[src/rtl/ps2_kbd_rx.sv]
// PS/2 keyboard receiver: conditions the raw pins, checks each 11-bit frame and
// folds E0/F0 prefix bytes into one registered key event per make or break code.
`timescale 1ns/1ps
module ps2_kbd_rx #(
   parameter int CLK_HZ     = 27000000,
   parameter int FILTER_LEN = 8,
   parameter int TIMEOUT_US = 200
) (
   input  logic       clk,
   input  logic       reset_n,
   input  logic       ps2_clk,
   input  logic       ps2_data,
   output logic [7:0] scan_code,
   output logic       code_valid,
   output logic       is_break,
   output logic       is_extended,
   output logic       frame_error
);

   localparam int TIMEOUT_CYC = CLK_HZ / 1000000 * TIMEOUT_US;
   localparam int TMO_W       = $clog2(TIMEOUT_CYC);
   localparam int FLT_W       = $clog2(FILTER_LEN + 1);
   localparam logic [TMO_W-1:0] TMO_LAST = TMO_W'(TIMEOUT_CYC - 1);
   localparam logic [FLT_W-1:0] FLT_LAST = FLT_W'(FILTER_LEN - 1);

   typedef enum logic [1:0] {IDLE, DATA, PARITY, STOP} state_t;

   state_t           state_q, state_d;
   logic             ps2_clk_meta_q, ps2_clk_sync_q;
   logic             ps2_data_meta_q, ps2_data_sync_q;
   logic             clk_filt_q, clk_filt_d;
   logic             clk_prev_q, clk_prev_d;
   logic [FLT_W-1:0] flt_cnt_q, flt_cnt_d;
   logic [TMO_W-1:0] tmo_cnt_q, tmo_cnt_d;
   logic [2:0]       bit_cnt_q, bit_cnt_d;
   logic [7:0]       shift_q, shift_d;
   logic             parity_q, parity_d;
   logic             ext_flag_q, ext_flag_d;
   logic             brk_flag_q, brk_flag_d;
   logic [7:0]       scan_code_q, scan_code_d;
   logic             code_valid_q, code_valid_d;
   logic             is_break_q, is_break_d;
   logic             is_extended_q, is_extended_d;
   logic             frame_error_q, frame_error_d;
   logic             strobe;
   logic             timeout_hit;

   // Idle PS/2 lines are high, so the synchronizers come out of reset at 1 too.
   always_ff @(posedge clk or negedge reset_n) begin
      if (!reset_n) begin
         ps2_clk_meta_q  <= 1'b1;
         ps2_clk_sync_q  <= 1'b1;
         ps2_data_meta_q <= 1'b1;
         ps2_data_sync_q <= 1'b1;
         state_q         <= IDLE;
         clk_filt_q      <= 1'b1;
         clk_prev_q      <= 1'b1;
         flt_cnt_q       <= '0;
         tmo_cnt_q       <= '0;
         bit_cnt_q       <= '0;
         shift_q         <= '0;
         parity_q        <= 1'b0;
         ext_flag_q      <= 1'b0;
         brk_flag_q      <= 1'b0;
         scan_code_q     <= '0;
         code_valid_q    <= 1'b0;
         is_break_q      <= 1'b0;
         is_extended_q   <= 1'b0;
         frame_error_q   <= 1'b0;
      end else begin
         ps2_clk_meta_q  <= ps2_clk;
         ps2_clk_sync_q  <= ps2_clk_meta_q;
         ps2_data_meta_q <= ps2_data;
         ps2_data_sync_q <= ps2_data_meta_q;
         state_q         <= state_d;
         clk_filt_q      <= clk_filt_d;
         clk_prev_q      <= clk_prev_d;
         flt_cnt_q       <= flt_cnt_d;
         tmo_cnt_q       <= tmo_cnt_d;
         bit_cnt_q       <= bit_cnt_d;
         shift_q         <= shift_d;
         parity_q        <= parity_d;
         ext_flag_q      <= ext_flag_d;
         brk_flag_q      <= brk_flag_d;
         scan_code_q     <= scan_code_d;
         code_valid_q    <= code_valid_d;
         is_break_q      <= is_break_d;
         is_extended_q   <= is_extended_d;
         frame_error_q   <= frame_error_d;
      end
   end

   always_comb begin
      state_d       = state_q;
      clk_filt_d    = clk_filt_q;
      clk_prev_d    = clk_filt_q;
      flt_cnt_d     = '0;
      bit_cnt_d     = bit_cnt_q;
      shift_d       = shift_q;
      parity_d      = parity_q;
      ext_flag_d    = ext_flag_q;
      brk_flag_d    = brk_flag_q;
      scan_code_d   = scan_code_q;
      is_break_d    = is_break_q;
      is_extended_d = is_extended_q;
      code_valid_d  = 1'b0;
      frame_error_d = 1'b0;

      // The filtered clock flips only after FILTER_LEN disagreeing samples in a row.
      if (ps2_clk_sync_q != clk_filt_q) begin
         if (flt_cnt_q == FLT_LAST) begin
            clk_filt_d = ps2_clk_sync_q;
         end else begin
            flt_cnt_d = flt_cnt_q + FLT_W'(1);
         end
      end

      strobe      = clk_prev_q & ~clk_filt_q;
      timeout_hit = (state_q != IDLE) && (tmo_cnt_q == TMO_LAST);

      if ((state_q == IDLE) || strobe) begin
         tmo_cnt_d = '0;
      end else begin
         tmo_cnt_d = tmo_cnt_q + TMO_W'(1);
      end

      // Timeout takes priority over a coincident strobe.
      if (timeout_hit) begin
         frame_error_d = 1'b1;
         ext_flag_d    = 1'b0;
         brk_flag_d    = 1'b0;
         state_d       = IDLE;
         bit_cnt_d     = '0;
         shift_d       = '0;
         tmo_cnt_d     = '0;
      end else if (strobe) begin
         case (state_q)
            IDLE: begin
               if (!ps2_data_sync_q) begin
                  state_d   = DATA;
                  bit_cnt_d = '0;
               end
            end
            DATA: begin
               shift_d   = {ps2_data_sync_q, shift_q[7:1]};
               bit_cnt_d = bit_cnt_q + 3'd1;
               if (bit_cnt_q == 3'd7) begin
                  state_d = PARITY;
               end
            end
            PARITY: begin
               parity_d = ps2_data_sync_q;
               state_d  = STOP;
            end
            STOP: begin
               state_d = IDLE;
               if (ps2_data_sync_q && (^{shift_q, parity_q})) begin
                  if (shift_q == 8'hE0) begin
                     ext_flag_d = 1'b1;
                  end else if (shift_q == 8'hF0) begin
                     brk_flag_d = 1'b1;
                  end else begin
                     scan_code_d   = shift_q;
                     is_break_d    = brk_flag_q;
                     is_extended_d = ext_flag_q;
                     code_valid_d  = 1'b1;
                     ext_flag_d    = 1'b0;
                     brk_flag_d    = 1'b0;
                  end
               end else begin
                  frame_error_d = 1'b1;
                  ext_flag_d    = 1'b0;
                  brk_flag_d    = 1'b0;
               end
            end
            default: state_d = IDLE;
         endcase
      end
   end

   assign scan_code   = scan_code_q;
   assign code_valid  = code_valid_q;
   assign is_break    = is_break_q;
   assign is_extended = is_extended_q;
   assign frame_error = frame_error_q;

endmodule
[config.mk]
export PLATFORM = sky130hd
export DESIGN_NAME = ps2_kbd_rx
export DESIGN_NICKNAME = d
export VERILOG_FILES = /design/src/rtl/ps2_kbd_rx.sv
export SDC_FILE = /design/constraint.sdc
export NUM_CORES = 1
export LEC_CHECK = 0
export CAP_MARGIN = 20
export CORE_MARGIN = 10
export CORE_UTILIZATION = 40
export CTS_CLUSTER_DIAMETER = 30
export DETAILED_ROUTE_END_ITERATION = 16
export MAX_ROUTING_LAYER = met4
export PLACE_DENSITY_LB_ADDON = 0.1
export SYNTH_ARGS = -nofsm -noshare
export SYNTH_HDL_FRONTEND = slang
export SYNTH_SLANG_ARGS = --single-unit
[constraint.sdc]
create_clock -name clk -period 2.69 [get_ports clk]
set_clock_uncertainty 0.05 [all_clocks]
set_input_delay 0.269 -clock clk [delete_from_list [all_inputs] [get_ports clk]]
set_output_delay 0.269 -clock clk [all_outputs]
set_load 0.02 [all_outputs]
* Word-level counts from Yosys, hierarchy flattened *
Index checks and enable logic that the tools add are counted.

cells by class
  bitwise gates (word level) = 5
  multiply operators = 0
  div/mod/pow operators = 0
  equality and inequality tests = 13
  order comparisons = 0
  $add $sub $neg = 3
  shift operators = 0
  reduce and logical (&&, ||, !) cells = 18
  mux-type cells = 38

operators with widths
  cell                   count
  $mux 13                2
  $mux 8                 3
  $mux 1                 22
  $eq 8x8->1 const B     2
  $reduce_and 3->1       5
  $add 13x1->13 const B  1
  $eq 13x13->1 const B   1
  $mux 3                 3
  $ne 3x3->1 const B     3
  $reduce_xor 9->1       1
  $mux 2                 4
  $mux 4                 2
  $pmux 2 s4             1
  $reduce_bool 2->1      4
  $pmux 3 s2             1
  $reduce_and 6->1       1
  $add 4x1->4 const B    1
  $eq 2x2->1 const B     2
  $eq 4x3->1 const B     1
  $ne 4x4->1 const B     1
  $not 1->1              4
  $reduce_and 2->1       2
  $add 3x1->3 const B    1
  $eq 3x3->1 const B     1
  7 further kinds        8

word-level totals
  word-level logic and storage cells = 96
  register bits = 51
  bits in writable memories = 0
  memories = 0
  latch bits = 0
  ROM bits = 0

* Depth between registers and ports, before layout *
Gate-level depths: netlist of the first run.

  depth in word-level cells = 7
  depth in mapped cells = 7
  gate-level depth less buffers = 6

* Worst setup path after synthesis of the first run *
No wires, ideal clock.

  kind = flip-flop to flip-flop
  from = register tmo_cnt_q[0]
  to = register is_break_q, in the netlist is_break
  data required time = 2515 ps
  path buffers = 1
  path slack = 678 ps
  cell stages (with the launch flop) = 8
  library setup time = 125 ps
  data arrival time = 1837 ps
  period minus slack after synthesis = 2012 ps
  cells stage by stage = dfrtp_1 > ha_1 > nor4bb_1 > nand4_1 > or2_2 > nand4_2 > buf_6 > mux2_4

between the ends
  longest elaborated chain between the ends = 4

RTL lines
  item                        line  text
  start, declared             34    logic [TMO_W-1:0] tmo_cnt_q, tmo_cnt_d;
  start signal, assigned      79    tmo_cnt_q <= tmo_cnt_d;
  $eq 13x13->1                119   timeout_hit = (state_q != IDLE) && (tmo_cnt_q == TMO_LAST);
  $logic_and 1x1->1           119
  $not 1->1 (no line)         -
  $reduce_and 6->1 (no line)  -
  end signal, assigned        87    is_break_q <= is_break_d;
  end, declared               42    logic is_break_q, is_break_d;

No other way between the ends.
A chain may end at the register's enable or synchronous reset.

* Worst setup path after layout of the first run *
  from = register tmo_cnt_q[0]
  to = register scan_code_q[0], in the netlist scan_code[0]

between the ends
  longest elaborated chain between the ends = 4

RTL lines
  item                        line  text
  $eq 13x13->1                119
  $logic_and 1x1->1           119
  $not 1->1 (no line)         -
  $reduce_and 6->1 (no line)  -
  end signal, assigned        85    scan_code_q <= scan_code_d;
  end, declared               40    logic [7:0] scan_code_q, scan_code_d;

No other way between the ends.

==> results of run 1 <==
==> layout make-up <==
class / count / share of cell area
Multi-Input combinational cell: 137 / 0.374
Sequential cell: 51 / 0.485
Clock inverter: 3 / 0.00945
Tap cell: 72 / 0.0340
Clock buffer: 5 / 0.0260
Inverter: 6 / 0.00850
Timing Repair Buffer: 18 / 0.0633
==> cells in the final DEF, fill, tap and decap left out, types with 2 or more instances in the layout <==
cell,n
clkbuf_8,5
a32oi_1,2
ha_1,9
mux2_4,9
dfrtp_1,45
o21ai_0,3
a21oi_1,4
and3_1,4
nor3_1,3
a31oi_1,2
xor2_1,9
nand2_1,13
nor2b_1,3
nand3_1,7
clkdlybuf4s50_1,14
mux2i_1,7
xnor2_1,9
or2_2,2
nand4_1,3
dfstp_2,6
inv_1,6
clkinv_4,2
nor2_1,33
buf_4,3
mux2_2,2
==> layer usage <==
layer / routed length [µm] / global-route usage
met4: 48 / 0.0295
met5: 0 / -
met2: 1860 / 0.149
met1: 1940 / 0.118
met3: 227 / 0.0296
==> worst max-delay path by stage <==
stage | startpoint | to
6_report | tmo_cnt_q[0]$_DFF_PN0_ | scan_code[0]$_DFFE_PN0P_
5_1_grt | tmo_cnt_q[0]$_DFF_PN0_ | scan_code[0]$_DFFE_PN0P_
4_1_cts | shift_q[4]$_DFFE_PN0P_ | scan_code[5]$_DFFE_PN0P_
3_5_place_dp | shift_q[4]$_DFFE_PN0P_ | scan_code[1]$_DFFE_PN0P_
3_3_place_gp | shift_q[4]$_DFFE_PN0P_ | scan_code[3]$_DFFE_PN0P_
2_1_floorplan | tmo_cnt_q[0]$_DFF_PN0_ | is_break$_DFFE_PN0P_
==> cells by family (layout without fill, tap and decap cells) <==
| logic type | Yosys count | after routing | share of synthesized area |
|---|---|---|---|
| AOI/OAI and AO/OA | 15 | 15 | 0.0415 |
| adders and majority gates | 9 | 9 | 0.0485 |
| xor gates and xnor gates | 20 | 20 | 0.0845 |
| buffers and inverters | 11 | 32 | 0.0210 |
| and+or+nand+nor | 75 | 75 | 0.154 |
| muxes | 18 | 18 | 0.0980 |
| DFF | 51 | 51 | 0.553 |
==> state kept, by name (all words and copies together), names as in the netlist, 2 cells and up <==
| register | count |
|---|---|
| bit_cnt_q | 3 |
| flt_cnt_q | 4 |
| scan_code | 8 |
| shift_q | 8 |
| state_q | 2 |
| tmo_cnt_q | 13 |
==> worst reg2reg max path: cells and delay by family, from the launching register on <==
family	cells	cell delay [ns]
AND/OR/NAND/NOR	4	1.12
multiplexers	1	0.39
flip-flops	1	0.42
adder cells (fa/ha/maj)	1	0.25
==> power groups by stage <==
stage                     combinational (mW)  clock, mW  sequential [mW]
after floorplan                        0.340          0            0.957
after global placement                 0.421          0            0.971
after detailed placement               0.450          0            0.981
after CTS                              0.452      0.459            0.965
after global routing                   0.504      0.491            0.982
final                                  0.447      0.439            0.963
==> stage by stage <==
| step | hold WS, ns | setup WS, ns | util |
|---|---|---|---|
| detailed placement | 0.298 | 0.341 | 0.458 |
| floorplan | -0.0766 | 0.678 | - |
| CTS | 0.0317 | 0.338 | 0.475 |
| global placement | 0.296 | 0.405 | 0.458 |
| finish | 0.00245 | 0.349 | 0.475 |
| global route | 0.0608 | 0.206 | 0.475 |
==> impl_metrics.env, run 1 <==
export IMPL_outcome="complete, no violations"
export IMPL_synthMostInstantiatedCell="dfrtp_1"
export IMPL_postLayoutCellArea_um2=2650
export IMPL_setup_viol=0
export IMPL_r2r_slack_ns=0.35
export IMPL_ff_latch_area_um2=1280
export IMPL_yosysSeqAreaShare=0.553
export IMPL_pwr_share_seq=0.521
export IMPL_cts_resized=0
export IMPL_path_class="reg -> reg"
export IMPL_diodes=0
export IMPL_grt_usage=0.0962
export IMPL_synthCells=199
export IMPL_reg2reg_from="tmo_cnt_q[0]$_DFF_PN0_"
export IMPL_die_x_um=96.2
export IMPL_area_growth_synth_to_final_pct=14.0
export IMPL_synth_area_leader_cell="dfrtp_1"
export IMPL_syn_area_per_cell_um2=11.7
export IMPL_tns_ns=0
export IMPL_power_mw=1.85
export IMPL_die_h_um=96.2
export IMPL_dr_total_vias=1478
export IMPL_drt_total_wl_mm=4.08
export IMPL_cp_top_family="simple AND/OR/NAND/NOR gates"
export IMPL_async_reset_ff_frac=1.00
export IMPL_synthTopCellsByArea="dfrtp_1 48%, dfstp_2 6.8%, mux2_4 5.8%"
export IMPL_coreArea_um2=5570
export IMPL_start_util=0.417
export IMPL_drtPass1Iterations=5
export IMPL_internal_power_mw=1.25
export IMPL_place_area_um2=2550
export IMPL_worst_pin_slew_ns=0.626
export IMPL_endpoint_kind="flip-flop"
export IMPL_drcViolationCount=0
export IMPL_dp_hpwl_mm=2.95
export IMPL_worstSkewPairLatency_ns=0.31
export IMPL_final_layout_size_suffix_gt1_frac=0.155
export IMPL_ant_nets=0
export IMPL_fin_crit_sh=0.870
export IMPL_ys_top_cells_by_count="45 x dfrtp_1, 33 x nor2_1, 13 x nand2_1"
export IMPL_gp_congestion=0.797
export IMPL_cts_tree="yes"
export IMPL_die_area_um2=9260
export IMPL_ys_seq_elements=51
export IMPL_synth_cell_types=36
export IMPL_p_comb_frac=0.242
export IMPL_rsz0062_at_grt="no"
export IMPL_io_buffer_count=15
export IMPL_final_cell_count_no_fill=292
export IMPL_ys_flop_type="dfrtp_1"
export IMPL_crit_fanout=11
export IMPL_cp_arrival_ns=2.48
export IMPL_cts_htree_levels=2
export IMPL_ir_drop_uv=343
export IMPL_grt_pass1_wl_mm=6.91
export IMPL_fin_crit_ns=2.34
export IMPL_netlist_area_um2=2320
export IMPL_synth_edff_count=0
export IMPL_max_stage_delay_ns=0.42
export IMPL_io_pins=16
export IMPL_leakagePower_nw=1.33
export IMPL_rows=27
export IMPL_drt_iter0_markers=57
export IMPL_net_switching_power_mw=0.603
export IMPL_synth_top_area_share=0.485
export IMPL_synth_warnings=0
export IMPL_wl_per_cell_um=14.0
export IMPL_pwr_share_clk=0.237
export IMPL_placed_cells=284
export IMPL_layout_nets=232
export IMPL_power_density_nw_per_um2=698
export IMPL_hold_viol_final=0
export IMPL_switching_share=0.326
export IMPL_drv_cap=0
export IMPL_syn_nets=212
export IMPL_cts_sinks=51
export IMPL_clk_path_buf_depth=2
export IMPL_nFillCells=513
export IMPL_slowest_stage="dfrtp_1"
export IMPL_grt_overflow_total=0
export IMPL_antenna_found_initial=0
export IMPL_post_cts_repair_setup_buffers=0
export IMPL_ctsHoldBuffers=0
export IMPL_cts_made_buffers=5
export IMPL_max_freq_ghz=0.427
export IMPL_critPathBufInv=0
export IMPL_clkTransAtPathRegs_ns=0.10
export IMPL_path_cells="ha_1, nor4bb_1, nand4_1, or2_2, nand4_2, mux2_2"
export IMPL_grt_start_max_net_pins=52
export IMPL_slew_headroom=0.583
export IMPL_start_kind="flip-flop"
export IMPL_min_path_type="in -> async"
export IMPL_r2r_end="scan_code[0]$_DFFE_PN0P_"
export IMPL_drv_slew=0
export IMPL_cp_required_ns=2.83
export IMPL_path_depth=6
export IMPL_grt_pass1_vias=1508
export IMPL_multi_input_area_um2=991
export IMPL_avgViaCountPerCell=5.06
export IMPL_cts_root_buf="clkbuf_8"
export IMPL_r2r_cells=6
Note: power is estimated with default switching activity, not from simulation.
==> inputs of run 2 (changes only) <==
ABC_CLOCK_PERIOD_IN_PS = 2690   (was not set)
MAX_ROUTING_LAYER = not set   (was met4)
SKIP_CTS_REPAIR_TIMING = 1   (was not set)
==> run 2 against run 1 <==
Design area is the same. Power shrank 0.16%. Critical path depth is the same. Sequential power is essentially flat. Clock-buffer cell count is the same. Setup slack lost 0.00081 ns. Die area is the same. Routed wire length shrank 0.44%. First-iteration DRC count grew 5.3%. Clock power is essentially flat. Utilization is the same. Non-clock buffer count is the same.
==> impl_metrics.env, run 2 (synthesis results as in run 1) <==
export IMPL_rsz0062_at_grt="no"
export IMPL_final_cell_count_no_fill=292
export IMPL_place_area_um2=2550
export IMPL_internal_power_mw=1.25
export IMPL_top_register="tmo_cnt_q"
export IMPL_largest_register_ffs=13
export IMPL_clk_path_buf_depth=2
export IMPL_start_kind="flip-flop"
export IMPL_pwr_share_clk=0.236
export IMPL_wl_per_cell_um=13.9
export IMPL_power_density_nw_per_um2=697
export IMPL_layout_common_cells="45 x dfrtp_1, 33 x nor2_1, 14 x clkdlybuf4s50_1"
export IMPL_ff_latch_area_um2=1280
export IMPL_cts_htree_levels=2
export IMPL_antenna_found_initial=0
export IMPL_io_pins=16
export IMPL_p_comb_frac=0.242
export IMPL_nFillCells=513
export IMPL_grt_overflow_total=0
export IMPL_wl_met2_mm=1.86
export IMPL_switching_share=0.325
export IMPL_grt_pass1_vias=1507
export IMPL_grt_pass1_wl_mm=6.91
export IMPL_max_freq_ghz=0.427
export IMPL_area_growth_synth_to_final_pct=14.0
export IMPL_min_path_type="in -> async"
export IMPL_multi_input_area_um2=991
export IMPL_drt_iter0_markers=60
export IMPL_cts_sinks=51
export IMPL_cp_required_ns=2.83
export IMPL_crit_fanout=11
export IMPL_grt_start_max_net_pins=52
export IMPL_drcViolationCount=0
export IMPL_net_switching_power_mw=0.600
export IMPL_drt_total_wl_mm=4.06
export IMPL_tns_ns=0
export IMPL_start_util=0.417
export IMPL_avgViaCountPerCell=5.04
export IMPL_diodes=0
export IMPL_endpoint_kind="flip-flop"
export IMPL_dr_total_vias=1473
export IMPL_die_area_um2=9260
export IMPL_r2r_slack_ns=0.35
export IMPL_ir_drop_uv=342
export IMPL_dp_hpwl_mm=2.95
export IMPL_final_common_cell="dfrtp_1"
export IMPL_final_layout_size_suffix_gt1_frac=0.155
export IMPL_rows=27
export IMPL_placed_cells=284
export IMPL_worst_pin_slew_ns=0.626
export IMPL_clkTransAtPathRegs_ns=0.10
export IMPL_grt_usage=0.0934
export IMPL_drv_cap=0
export IMPL_topRoutingLayerUsed="met4"
export IMPL_wl_met1_mm=1.92
export IMPL_wl_met3_um=235
export IMPL_outcome="complete, no violations"
export IMPL_pwr_share_seq=0.522
export IMPL_worstSkewPairLatency_ns=0.30
export IMPL_layout_nets=232
export IMPL_leakagePower_nw=1.33
export IMPL_hold_viol_final=0
export IMPL_path_class="reg -> reg"
export IMPL_drv_slew=0
export IMPL_drtPass1Iterations=5
export IMPL_coreArea_um2=5570
export IMPL_fin_crit_sh=0.870
export IMPL_io_buffer_count=15
export IMPL_slew_headroom=0.583
export IMPL_cp_arrival_ns=2.48
export IMPL_fin_crit_ns=2.34
export IMPL_die_h_um=96.2
export IMPL_cts_made_buffers=5
export IMPL_cts_tree="yes"
export IMPL_postLayoutCellArea_um2=2650
export IMPL_setup_viol=0
export IMPL_gp_congestion=0.786
export IMPL_die_x_um=96.2
export IMPL_cts_root_buf="clkbuf_8"
export IMPL_ant_nets=0
run 2: cell counts in the layout (fill, tap and decap cells not counted):
Identical to the previous run, type by type.
run 2: cell type report:
type                    count  area share
inverters                   6     0.00850
multi-input cells         137       0.374
flip-flops and latches     51       0.485
clock inverters             3     0.00945
clock buffers               5      0.0260
repair buffers             18      0.0633
well taps                  72      0.0340
run 2: critical path, cell delays in order, from the launching register on:
cell	delay, ns
dfrtp_1	0.42
ha_1	0.25
nor4bb_1	0.24
nand4_1	0.19
or2_2	0.34
nand4_2	0.35
mux2_2	0.39
run 2: per-layer routing:
layer  GRT usage  up-vias
met1       0.117      722
li1            -      714
met4      0.0295        0
met2       0.149       29
met3      0.0319        8
met5           0        -
run 2: power by group through the flow:
stage	logic (mW)	registers [mW]	clock network, mW
3_3_place_gp	0.421	0.971	0
3_5_place_dp	0.450	0.981	0
6_report	0.446	0.964	0.436
2_1_floorplan	0.340	0.957	0
4_1_cts	0.452	0.965	0.459
5_1_grt	0.504	0.982	0.491
run 2: worst paths after layout:
path / from / end / cells after the start
max in group asynchronous: reset_n / shift_q[2]$_DFFE_PN0P_ / 2
worst min register to register: ps2_data_meta_q$_DFF_PN1_ / ps2_data_sync_q$_DFF_PN1_ / 0
worst max-delay path: tmo_cnt_q[0]$_DFF_PN0_ / scan_code[0]$_DFFE_PN0P_ / 6
worst max register to register: tmo_cnt_q[0]$_DFF_PN0_ / scan_code[0]$_DFFE_PN0P_ / 6
min in group clk: ps2_data_meta_q$_DFF_PN1_ / ps2_data_sync_q$_DFF_PN1_ / 0
worst min-delay path: reset_n / flt_cnt_q[3]$_DFF_PN0_ / 2
run 2: stage by stage:
stage / utilization / setup slack, ns / total power, mW / hold slack [ns]
6_report: 0.475 / 0.349 / 1.85 / 0.00587
5_1_grt: 0.475 / 0.206 / 1.98 / 0.0608
4_1_cts: 0.475 / 0.338 / 1.88 / 0.0317
3_5_place_dp: 0.458 / 0.341 / 1.43 / 0.298
3_3_place_gp: 0.458 / 0.405 / 1.39 / 0.296
2_1_floorplan: - / 0.678 / 1.30 / -0.0766
==> edit (flow settings as in run 1) <==
`shift_q` no longer has a reset.
--- a/src/rtl/ps2_kbd_rx.sv
+++ b/src/rtl/ps2_kbd_rx.sv
@@ -58,7 +58,6 @@
          flt_cnt_q       <= '0;
          tmo_cnt_q       <= '0;
          bit_cnt_q       <= '0;
-         shift_q         <= '0;
          parity_q        <= 1'b0;
          ext_flag_q      <= 1'b0;
          brk_flag_q      <= 1'b0;
@@ -78,7 +77,6 @@
          flt_cnt_q       <= flt_cnt_d;
          tmo_cnt_q       <= tmo_cnt_d;
          bit_cnt_q       <= bit_cnt_d;
-         shift_q         <= shift_d;
          parity_q        <= parity_d;
          ext_flag_q      <= ext_flag_d;
          brk_flag_q      <= brk_flag_d;
@@ -88,6 +86,10 @@
          is_extended_q   <= is_extended_d;
          frame_error_q   <= frame_error_d;
       end
+   end
+
+   always_ff @(posedge clk) begin
+      shift_q <= shift_d;
    end
 
    always_comb begin
Formal check against the unedited RTL: no difference found for any inputs over 10 cycles, from zero or initial values and one cycle with reset_n low; that may be too few to reach the edited logic, so the function may still have changed.
==> edit against run 1 <==
Total power is 3.2% higher; critical path depth shrank 1; routed wire length is 3.2% higher; area after synthesis decreased by 0.22%; sequential cell count is the same; design area is 0.76% lower; largest power group unchanged; setup slack better by 130 ps; clock power increased by 7.7%; critical path type unchanged; synthesized cell count is 3.0% higher.
==> edit: results (changes against run 1) <==
- Top cells by area, synth: sky130_fd_sc_hd__dfrtp_1 (40%), sky130_fd_sc_hd__dfxtp_1 (6.9%), sky130_fd_sc_hd__dfstp_2 (6.8%) (was sky130_fd_sc_hd__dfrtp_1 (48%), sky130_fd_sc_hd__dfstp_2 (6.8%), sky130_fd_sc_hd__mux2_4 (5.8%))
- The multi-input gate share of total cell area came to 38.55% (was 37.41%).
- The all-layer global routing usage was 10.20% (was 9.620%).
- The number of distinct library cell variants in the gate-level netlist after synthesis was 37 (was 36).
* Number of clock buffer instances in the layout: 6 (was 5)
* VDD IR-drop max: 0.0003189 V (was 0.0003426 V)
- Sequential area share after synthesis: 53.64% (was 55.25%)
* Post-route cell area: 2629 µm² (was 2649 µm²)
- The number of buffers outside the clock class in the layout was 17 (was 18).
- The wire length of the first global-routing pass came to 7107 µm (was 6913 µm).
* Reported combinational group power: 0.484 mW (was 0.447 mW)
- Post-synthesis share of cell area spent on full adders, half adders and majority gates: 4.857% (was 4.847%)
- Synth Area per Inst: 11.31 µm² (was 11.68 µm²)
* Xor-xnor portion of the synthesized cell area: 8.473% (was 8.454%)
* Weighted congestion at the end of routability-driven global placement: 0.7945 (was 0.7967)
* Share of final layout cell area taken by non-clock buffers: 6.092% (was 6.330%)
* Multiplexer fraction of the synthesized cell area: 8.203% (was 9.801%)
- The count of placed standard cells in the final layout, fillers left out is 296 (was 292).
- Static Leakage: 1.218 nW (was 1.328 nW)
- The number of nets in the layout was 236 (was 232).
* Worst slack at placement: 510.0 ps (was 341.4 ps)
* Cell count after placement: 288 (was 284)
- The fraction of the cycle the final worst path needs came to 82.00% (was 87.01%).
- The slowest library cell on the worst path was sky130_fd_sc_hd__xnor3_1 (was sky130_fd_sc_hd__dfrtp_1).
* CP delay by family, top: XOR/XNOR gates (was simple AND/OR/NAND/NOR gates)
* Flip-flop and latch area: 1244 µm² (was 1284 µm²)
- Tightest Pin Transition: 941.9 ps (was 625.9 ps)
- Arrival time of data at the critical path endpoint: 2350 ps (was 2480 ps)
- The net switching power figure came to 0.6283 mW (was 0.6026 mW).
- The post-synthesis compound-gate area fraction came to 4.209% (was 4.146%).
* Via-to-Cell Ratio: 4.966 (was 5.062)
- The iteration-0 DRC count of the detailed router came to 68 (was 57).
- Status: complete, no violations (unchanged).
- Clock-cell share of area: 3.760% (was 3.543%)
- The net count after synthesis was 218 (was 212).
* Clk. pwr: 0.473 mW (was 0.439 mW)
- The number of global-route vias before repair is 1475 (was 1508).
* Proportion of synthesized flip-flops having asynchronous set or reset: 84.31% (was 100.0%)
* Overall Power: 1.908 mW (was 1.849 mW)
-- edit: final timing paths --
path	start	to	slack (ps)	depth (start not counted)
min in group clk	ps2_data	ps2_data_meta_q$_DFF_PN1_	310	1
max in group asynchronous	reset_n	scan_code[7]$_DFFE_PN0P_	1960	1
worst max register to register	parity_q$_DFFE_PN0P_	scan_code[6]$_DFFE_PN0P_	480	5
worst min-delay path	reset_n	flt_cnt_q[1]$_DFF_PN0_	50	1
worst min register to register	ps2_clk_meta_q$_DFF_PN1_	ps2_clk_sync_q$_DFF_PN1_	310	0
worst max-delay path	parity_q$_DFFE_PN0P_	scan_code[6]$_DFFE_PN0P_	480	5
-- edit: layer usage --
layer / vias up / GRT usage (%) / routed length [µm] / share of wire, %
met5: - / - / 0 / 0
met4: 0 / 3.686 / 40 / 0.95
met3: 4 / 3.346 / 205 / 4.9
met2: 18 / 15.70 / 2027 / 48
met1: 723 / 12.21 / 1933 / 46
li1: 725 / - / - / -
